File: src/rtl/ofm_addr_pkg.sv
`default_nettype none
// +----------------------------------------------------------------------+
// | ofm_addr_pkg: shared state encoding, sizing and config bundle        |
// | Rev 1.0                                                              |
// +----------------------------------------------------------------------+
package ofm_addr_pkg;

    localparam int OFM_SYSTOLIC_SIZE = 16;
    localparam int OFM_ADDR_W        = 22;
    localparam int OFM_DIM_W         = 9;
    localparam int OFM_CH_W          = 10;

    function automatic int calc_len_w(input int systolic_size);
        return $clog2(2 * systolic_size) + 1;
    endfunction

    localparam int OFM_GRP_W = $clog2(OFM_SYSTOLIC_SIZE) + 1;
    localparam int OFM_LEN_W = calc_len_w(OFM_SYSTOLIC_SIZE);

    typedef enum logic [2:0] {
        ST_IDLE      = 3'd0,
        ST_SETUP     = 3'd1,
        ST_WAIT_TILE = 3'd2,
        ST_EMIT      = 3'd3,
        ST_ADVANCE   = 3'd4,
        ST_DONE      = 3'd5
    } state_e;

    typedef struct packed {
        logic [OFM_ADDR_W-1:0] base_addr;
        logic [OFM_DIM_W-1:0]  ofm_w;
        logic [OFM_DIM_W-1:0]  ofm_h;
        logic [OFM_CH_W-1:0]   num_ch;
        logic [OFM_GRP_W-1:0]  grp_ch;
        logic [OFM_GRP_W-1:0]  tile_w;
        logic                  upsample;
        logic [OFM_ADDR_W-1:0] addr_limit;
    } cfg_t;

endpackage
`default_nettype wire

File: src/rtl/ofm_addr_accum.sv
`default_nettype none
// +----------------------------------------------------------------------+
// | ofm_addr_accum: channel/row/column offset accumulators for OFM addr  |
// | Rev 1.0                                                              |
// +----------------------------------------------------------------------+
module ofm_addr_accum
    import ofm_addr_pkg::*;
#(
    parameter int ADDR_W = OFM_ADDR_W
) (
    input  logic              clk,
    input  logic              rst,
    input  logic              clr_i,
    input  logic              ch_step_i,
    input  logic              ch_rewind_i,
    input  logic              grp_commit_i,
    input  logic              row_step_i,
    input  logic              row_clr_i,
    input  logic              col_step_i,
    input  logic              col_clr_i,
    input  logic [ADDR_W-1:0] plane_i,
    input  logic [ADDR_W-1:0] row_inc_i,
    input  logic [ADDR_W-1:0] col_inc_i,
    output logic [ADDR_W-1:0] ch_off_o,
    output logic [ADDR_W-1:0] row_off_o,
    output logic [ADDR_W-1:0] col_off_o
);

    logic [ADDR_W-1:0] grp_off_q;
    logic [ADDR_W-1:0] ch_off_q;
    logic [ADDR_W-1:0] row_off_q;
    logic [ADDR_W-1:0] col_off_q;

    // After a group's last tile ch_off already points at the next group's first plane.
    always_ff @(posedge clk) begin
        if (rst || clr_i) begin
            grp_off_q <= '0;
            ch_off_q  <= '0;
            row_off_q <= '0;
            col_off_q <= '0;
        end else begin
            if (ch_step_i) begin
                ch_off_q <= ch_off_q + plane_i;
            end else if (ch_rewind_i) begin
                ch_off_q <= grp_off_q;
            end
            if (grp_commit_i) begin
                grp_off_q <= ch_off_q;
            end
            if (row_clr_i) begin
                row_off_q <= '0;
            end else if (row_step_i) begin
                row_off_q <= row_off_q + row_inc_i;
            end
            if (col_clr_i) begin
                col_off_q <= '0;
            end else if (col_step_i) begin
                col_off_q <= col_off_q + col_inc_i;
            end
        end
    end

    assign ch_off_o  = ch_off_q;
    assign row_off_o = row_off_q;
    assign col_off_o = col_off_q;

endmodule
`default_nettype wire

File: src/rtl/ofm_write_addr_gen.sv
`default_nettype none
// +----------------------------------------------------------------------+
// | ofm_write_addr_gen: OFM RAM write-beat generator; bounds check with  |
// | OFM_ADDR_BOUNDS_CHECK_EN.                              Rev 1.0       |
// +----------------------------------------------------------------------+
module ofm_write_addr_gen
    import ofm_addr_pkg::*;
#(
    parameter int SYSTOLIC_SIZE = OFM_SYSTOLIC_SIZE,
    parameter int ADDR_W        = OFM_ADDR_W,
    parameter int DIM_W         = OFM_DIM_W,
    parameter int CH_W          = OFM_CH_W,
    parameter int LEN_W         = calc_len_w(SYSTOLIC_SIZE)
) (
    input  logic                           clk,
    input  logic                           rst,
    input  logic                           start,
    input  logic [ADDR_W-1:0]              cfg_base_addr,
    input  logic [DIM_W-1:0]               cfg_ofm_w,
    input  logic [DIM_W-1:0]               cfg_ofm_h,
    input  logic [CH_W-1:0]                cfg_num_ch,
    input  logic [$clog2(SYSTOLIC_SIZE):0] cfg_grp_ch,
    input  logic [$clog2(SYSTOLIC_SIZE):0] cfg_tile_w,
    input  logic                           cfg_upsample,
    input  logic [ADDR_W-1:0]              cfg_addr_limit,
    input  logic                           tile_valid,
    output logic                           tile_ready,
    output logic                           addr_valid,
    input  logic                           addr_ready,
    output logic [ADDR_W-1:0]              ofm_addr,
    output logic [LEN_W-1:0]               write_len,
    output logic                           addr_last,
    output logic                           busy,
    output logic                           done,
    output logic                           err
);

    localparam int GRP_W = $clog2(SYSTOLIC_SIZE) + 1;

    state_e             state_q, state_d;
    cfg_t               cfg_q;
    logic [ADDR_W-1:0]  plane_q;
    logic [DIM_W-1:0]   row_q;
    logic [DIM_W-1:0]   col0_q;
    logic [CH_W-1:0]    chb_q;
    logic [GRP_W-1:0]   ch_q;
    logic               dup_q;

    logic               up, fire, adv, last_dup, last_ch, beat_last;
    logic               last_row, last_tile, last_grp, layer_wrap;
    logic [ADDR_W-1:0]  wo, ho, ch_off, row_off, col_off, beat_addr;
    logic [CH_W-1:0]    ch_left;
    logic [DIM_W-1:0]   col_left;
    logic [GRP_W-1:0]   geff, len;
    logic [LEN_W-1:0]   beat_len;

    assign up        = cfg_q.upsample;
    assign wo        = ADDR_W'(cfg_q.ofm_w) << up;
    assign ho        = ADDR_W'(cfg_q.ofm_h) << up;
    assign ch_left   = cfg_q.num_ch - chb_q;
    assign geff      = (CH_W'(cfg_q.grp_ch) < ch_left) ? cfg_q.grp_ch : GRP_W'(ch_left);
    assign col_left  = cfg_q.ofm_w - col0_q;
    assign len       = (DIM_W'(cfg_q.tile_w) < col_left) ? cfg_q.tile_w : GRP_W'(col_left);
    assign beat_len  = LEN_W'(len) << up;

    assign fire      = (state_q == ST_EMIT) && addr_ready;
    assign adv       = (state_q == ST_ADVANCE);
    assign last_dup  = !up || dup_q;
    assign last_ch   = (ch_q == geff - GRP_W'(1));
    assign beat_last = last_ch && last_dup;
    assign last_row  = (row_q == cfg_q.ofm_h - DIM_W'(1));
    assign last_tile = ({1'b0, col0_q} + (DIM_W+1)'(cfg_q.tile_w)) >= {1'b0, cfg_q.ofm_w};
    assign last_grp  = ({1'b0, chb_q} + (CH_W+1)'(cfg_q.grp_ch)) >= {1'b0, cfg_q.num_ch};
    assign layer_wrap = last_row && last_tile;

    ofm_addr_accum #(
        .ADDR_W (ADDR_W)
    ) u_accum (
        .clk          (clk),
        .rst          (rst),
        .clr_i        (state_q == ST_SETUP),
        .ch_step_i    (fire && last_dup),
        .ch_rewind_i  (adv && !layer_wrap),
        .grp_commit_i (adv && layer_wrap),
        .row_step_i   (adv && !last_row),
        .row_clr_i    (adv && last_row),
        .col_step_i   (adv && last_row && !last_tile),
        .col_clr_i    (adv && layer_wrap),
        .plane_i      (plane_q),
        .row_inc_i    (wo << up),
        .col_inc_i    (ADDR_W'(cfg_q.tile_w) << up),
        .ch_off_o     (ch_off),
        .row_off_o    (row_off),
        .col_off_o    (col_off)
    );

    // The odd output row of an upsampled pair sits one output width further on.
    assign beat_addr = cfg_q.base_addr + ch_off + row_off + col_off + (dup_q ? wo : '0);

    always_comb begin
        state_d = state_q;
        case (state_q)
            ST_IDLE:      if (start) state_d = ST_SETUP;
            ST_SETUP:     state_d = ST_WAIT_TILE;
            ST_WAIT_TILE: if (tile_valid) state_d = ST_EMIT;
            ST_EMIT:      if (fire && beat_last) state_d = ST_ADVANCE;
            ST_ADVANCE:   state_d = (layer_wrap && last_grp) ? ST_DONE : ST_WAIT_TILE;
            ST_DONE:      state_d = ST_IDLE;
            default:      state_d = ST_IDLE;
        endcase
    end

    always_ff @(posedge clk) begin
        if (rst) begin
            state_q <= ST_IDLE;
            cfg_q   <= '0;
            plane_q <= '0;
            row_q   <= '0;
            col0_q  <= '0;
            chb_q   <= '0;
            ch_q    <= '0;
            dup_q   <= 1'b0;
        end else begin
            state_q <= state_d;
            if (state_q == ST_IDLE && start) begin
                cfg_q <= '{base_addr: cfg_base_addr, ofm_w: cfg_ofm_w, ofm_h: cfg_ofm_h,
                           num_ch: cfg_num_ch, grp_ch: cfg_grp_ch, tile_w: cfg_tile_w,
                           upsample: cfg_upsample, addr_limit: cfg_addr_limit};
            end
            if (state_q == ST_SETUP) begin
                plane_q <= wo * ho;
                row_q   <= '0;
                col0_q  <= '0;
                chb_q   <= '0;
                ch_q    <= '0;
                dup_q   <= 1'b0;
            end
            if (fire) begin
                if (last_dup) begin
                    dup_q <= 1'b0;
                    ch_q  <= beat_last ? '0 : ch_q + GRP_W'(1);
                end else begin
                    dup_q <= 1'b1;
                end
            end
            if (adv) begin
                row_q <= last_row ? '0 : row_q + DIM_W'(1);
                if (last_row) begin
                    col0_q <= last_tile ? '0 : col0_q + DIM_W'(cfg_q.tile_w);
                    if (last_tile) begin
                        chb_q <= chb_q + CH_W'(cfg_q.grp_ch);
                    end
                end
            end
        end
    end

`ifdef OFM_ADDR_BOUNDS_CHECK_EN
    logic err_q;

    always_ff @(posedge clk) begin
        if (rst) begin
            err_q <= 1'b0;
        end else if (state_q == ST_IDLE && start) begin
            err_q <= 1'b0;
        end else if (fire && (({1'b0, beat_addr} + (ADDR_W+1)'(beat_len)) >
                              {1'b0, cfg_q.addr_limit})) begin
            err_q <= 1'b1;
        end
    end

    assign err = err_q;
`else
    logic unused_limit;
    assign unused_limit = ^cfg_q.addr_limit;
    assign err          = 1'b0;
`endif

    assign tile_ready = (state_q == ST_WAIT_TILE);
    assign addr_valid = (state_q == ST_EMIT);
    assign busy       = (state_q != ST_IDLE);
    assign done       = (state_q == ST_DONE);
    assign ofm_addr   = addr_valid ? beat_addr : '0;
    assign write_len  = addr_valid ? beat_len : '0;
    assign addr_last  = addr_valid && beat_last;

endmodule
`default_nettype wire

File: config.mk
export PLATFORM = sky130hd
export DESIGN_NAME = ofm_write_addr_gen
export DESIGN_NICKNAME = d
export VERILOG_FILES = /design/src/rtl/ofm_addr_pkg.sv /design/src/rtl/ofm_addr_accum.sv /design/src/rtl/ofm_write_addr_gen.sv
export SDC_FILE = /design/constraint.sdc
export NUM_CORES = 1
export LEC_CHECK = 0
export CAP_MARGIN = 20
export CORE_MARGIN = 1.5
export CORE_UTILIZATION = 45
export DETAILED_ROUTE_END_ITERATION = 8
export HOLD_SLACK_MARGIN = 0.03
export PLACE_DENSITY = 0.74
export SLEW_MARGIN = 20
export SYNTH_ARGS = -nofsm -noshare
export SYNTH_HDL_FRONTEND = slang
export SYNTH_SLANG_ARGS = --single-unit
File: constraint.sdc
create_clock -name clk -period 9.5 [get_ports clk]
set_clock_uncertainty 0.15 [all_clocks]
set_input_delay 1.9 -clock clk [delete_from_list [all_inputs] [get_ports clk]]
set_output_delay 1.9 -clock clk [all_outputs]
set_load 0.05 [all_outputs]
==> impl_metrics.yaml <==
status:
  run_status: "finished clean"
clock_tree:
  postCtsHoldBufs: 0
  tritoncts: "built"
  cts_made_buffers: 25
  clkLatencyLatePin_ps: 540
  cts-root-buf: "clkbuf_16"
  cts_resized: 0
  cts_max_level: 1
  clockBufferDepth: 3
  cts.sinks: 208
  clkTransAtPathRegs_ps: 70
  cts_setup_buffers: 0
synth:
  synth_compound_area_frac: 0.161
  synthAdderAreaFrac: 0.270
  postSynth.asyncResetShare: 0
  synth_top_family_by_area: "adder cells"
  synthCells: 2266
  synth_ff_type: "dfxtp_1"
  synth_top_cell_by_area: "dfxtp_1"
  synth_most_common_cell: "nand2_1"
  synthSimpleGateAreaFrac: 0.199
  avgSynthCellArea_um2: 8.12
  yosysSeqAreaShare: 0.226
  synthXorXnorAreaFrac: 0.0612
  synth_area_leaders: "dfxtp_1, ha_1, fa_1"
  yosysUniqueCellTypes: 88
  synth_top_area_frac: 0.226
  muxShareOfSynthArea: 0.0141
  synth_commonest_cells: "nand2_1, inv_1, a21oi_1, dfxtp_1, ha_1"
  netlist_area_um2: 18400
  yosysWarnings: 0
  ys_seq_elements: 208
  synth_edf_count: 0
placed_design:
  gp_congestion: 0.920
  dp_hpwl_mm: 39.0
  dpl.cell_count: 2826
  pre_cts_ws_ps: 1250
  io_buffers: 98
global_routing:
  grt_pass1_vias: 15900
  grt_max_degree: 74
  antenna_found_initial: 0
  grt_pass1_wl_mm: 81.3
  gr-total-overflow: 0
  grtUsageTotal: 0.242
pwr:
  seqPwrFrac: 0.345
  p_leak_nw: 9.24
  power.density_nw_per_um2: 135
  p_switching_w: 0.000972
  switching_share: 0.347
  clockPowerShare: 0.368
  p_comb_frac: 0.287
  p_int_w: 0.00183
  peakVddDrop_v: 0.000148
cells_and_area:
  nets: 2741
  drive_above_1_share: 0.0503
  diodes: 0
  stdcell_count: 2871
  syn_to_final_growth_pct: 12.6
worst_setup_path:
  worstRegToRegCells: 24
  arrival_ps: 6860
  crit_type: "register to primary output"
  r2r-end: "plane_q[20]"
  critPathLaunchType: "register"
  crit_top_cell: "fa_1"
  critPathMaxFanout: 22
  crit_path_top_delay_cell: "clkdlybuf4s50_1"
  crit_chain: "nand2b_1, inv_1, a21oi_1, buf_4, nor2b_1, fa_1, fa_1, inv_1, fa_1, inv_1, ha_1, fa_1, a21o_1, a21o_1, a21o_1, a21oi_1, o21a_1, o211ai_1, nand4_1, a311oi_1, o41ai_1, xnor2_1, nor2_1, clkdlybuf4s50_1"
  rr_startpoint: "up"
  worstSetupStartpoint: "up"
  r2r_setup_slack_ps: 1940
  cp_slowest_stage_delay_ps: 810
  required_ps: 7450
  endpoint_kind: "primary output"
sta:
  maxSlewHeadroom: 0.258
  setup-violations-final: 0
  max_freq_ghz: 0.112
  rsz0062_at_grt: "no"
  post-route-min-period_ps: 8910
  drv_slew: 0
  fin_hold_ws_ps: 302
  worst_slack_ps: 591
  period_share: 0.938
  finalSetupTns_ps: 0
  hold_viol: 0
  worst_pin_slew_ps: 1110
detailed_routing:
  drtIter0Drc: 1244
  vias_per_cell: 5.51
  avgRoutedWirePerCell_um: 17.6
  routed_wl_mm: 50.5
  first_pass_iters: 5
  vias: 15800
  drc: 0
  ant_nets: 0
floorplan:
  start_util: 0.460
  dieArea_um2: 42100
  core_area_um2: 40000
  placementRows: 73
  fp.dieW_um: 205
  ios: 122
  die_h_um: 205
min_path:
  holdPathEnd: "u_accum.grp_off_q[19]"
  min_path_type: "register to register"
  min_from: "u_accum.grp_off_q[19]"
  hold_depth: 2
job:
  maxCapViolCount: 0
how the worst max path moves through the flow:
stage	end	depth (start not counted)	slack, ps
floorplan	ofm_addr[21]	22	1790
detailed placement	ofm_addr[21]	24	1250
finish	ofm_addr[21]	24	590
global placement	ofm_addr[21]	24	1240
CTS	ofm_addr[21]	24	640
global route	ofm_addr[21]	24	290
cells by family (layout without fill, tap and decap cells):
| kind of cell | count (synthesis) | in the layout |
|---|---|---|
| AO/OA/AOI/OAI | 462 | 462 |
| XOR/XNOR | 126 | 126 |
| other | 2 | 3 |
| buffers and inverters | 328 | 407 |
| flip-flops | 208 | 208 |
| adder cells (fa/ha/maj) | 325 | 325 |
| multiplexers | 25 | 25 |
| AND/OR/NAND/NOR | 790 | 790 |
power by group through the flow:
stage / clock network (W) / registers [W] / logic (W)
after global routing: 0.00108 / 0.000973 / 0.000890
after CTS: 0.00104 / 0.000967 / 0.000801
final: 0.00103 / 0.000968 / 0.000805
after floorplan: 0 / 0.000956 / 0.000593
after global placement: 0 / 0.000984 / 0.000775
after detailed placement: 0 / 0.000986 / 0.000796
registers in the layout, indices dropped and copies added, names as in the netlist:
| signal | cells |
|---|---|
| row_q | 9 |
| u_accum.grp_off_q | 22 |
| col0_q | 9 |
| u_accum.col_off_o | 22 |
| u_accum.row_off_o | 22 |
| state_q | 3 |
| ch_q | 5 |
| dup_q | 1 |
| up | 1 |
| plane_q | 22 |
| cfg_q | 60 |
| chb_q | 10 |
| u_accum.ch_off_o | 22 |
worst max-delay path: cells and delay by family, from the launching register on:
kind / cells / cell delay (ps)
DFF: 1 / 520
AOI/OAI and AO/OA: 9 / 1830
buffers and inverters: 5 / 1190
adders and majority gates: 5 / 2110
xor gates and xnor gates: 1 / 130
and+or+nand+nor: 4 / 540
stage by stage:
stage / power [W] / utilization / instance area, um2
after floorplan: 0.00155 / - / 18400
after global placement: 0.00176 / 0.496 / 19900
after detailed placement: 0.00178 / 0.496 / 19900
after CTS: 0.00281 / 0.518 / 20700
after global routing: 0.00294 / 0.518 / 20700
final: 0.00281 / 0.518 / 20700
cell type report:
| cell class | count | area [um2] |
|---|---|---|
| Clock inverter | 13 | 181 |
| Clock buffer | 32 | 692 |
| Fill cell | 3670 | 19300 |
| Timing Repair Buffer | 115 | 1110 |
| Tap cell | 525 | 657 |
| Inverter | 247 | 927 |
| Multi-Input combinational cell | 1731 | 13000 |
| Sequential cell | 208 | 4170 |
metal layers:
metal	wire [um]	GRT usage	part of all wire	up-vias
met5	0	0	0	-
met4	2540	0.114	0.050	0
met3	3220	0.0271	0.064	136
met2	22600	0.396	0.45	542
met1	22100	0.320	0.44	7437
li1	-	-	-	7713
layout by cell type (no fill, tap or decap), types with 46 or more instances in the layout:
cell             netlist  final
nand2_1              330    329
inv_1                247    247
a21oi_1              224    223
dfxtp_1              208    207
ha_1                 204    204
nor2_1               178    177
fa_1                 121    121
clkdlybuf4s50_1        0     97
xnor2_1               84     84
o21ai_0               52     52
nand3_1               46     46
No activity file was read; power rests on OpenSTA's default activity.
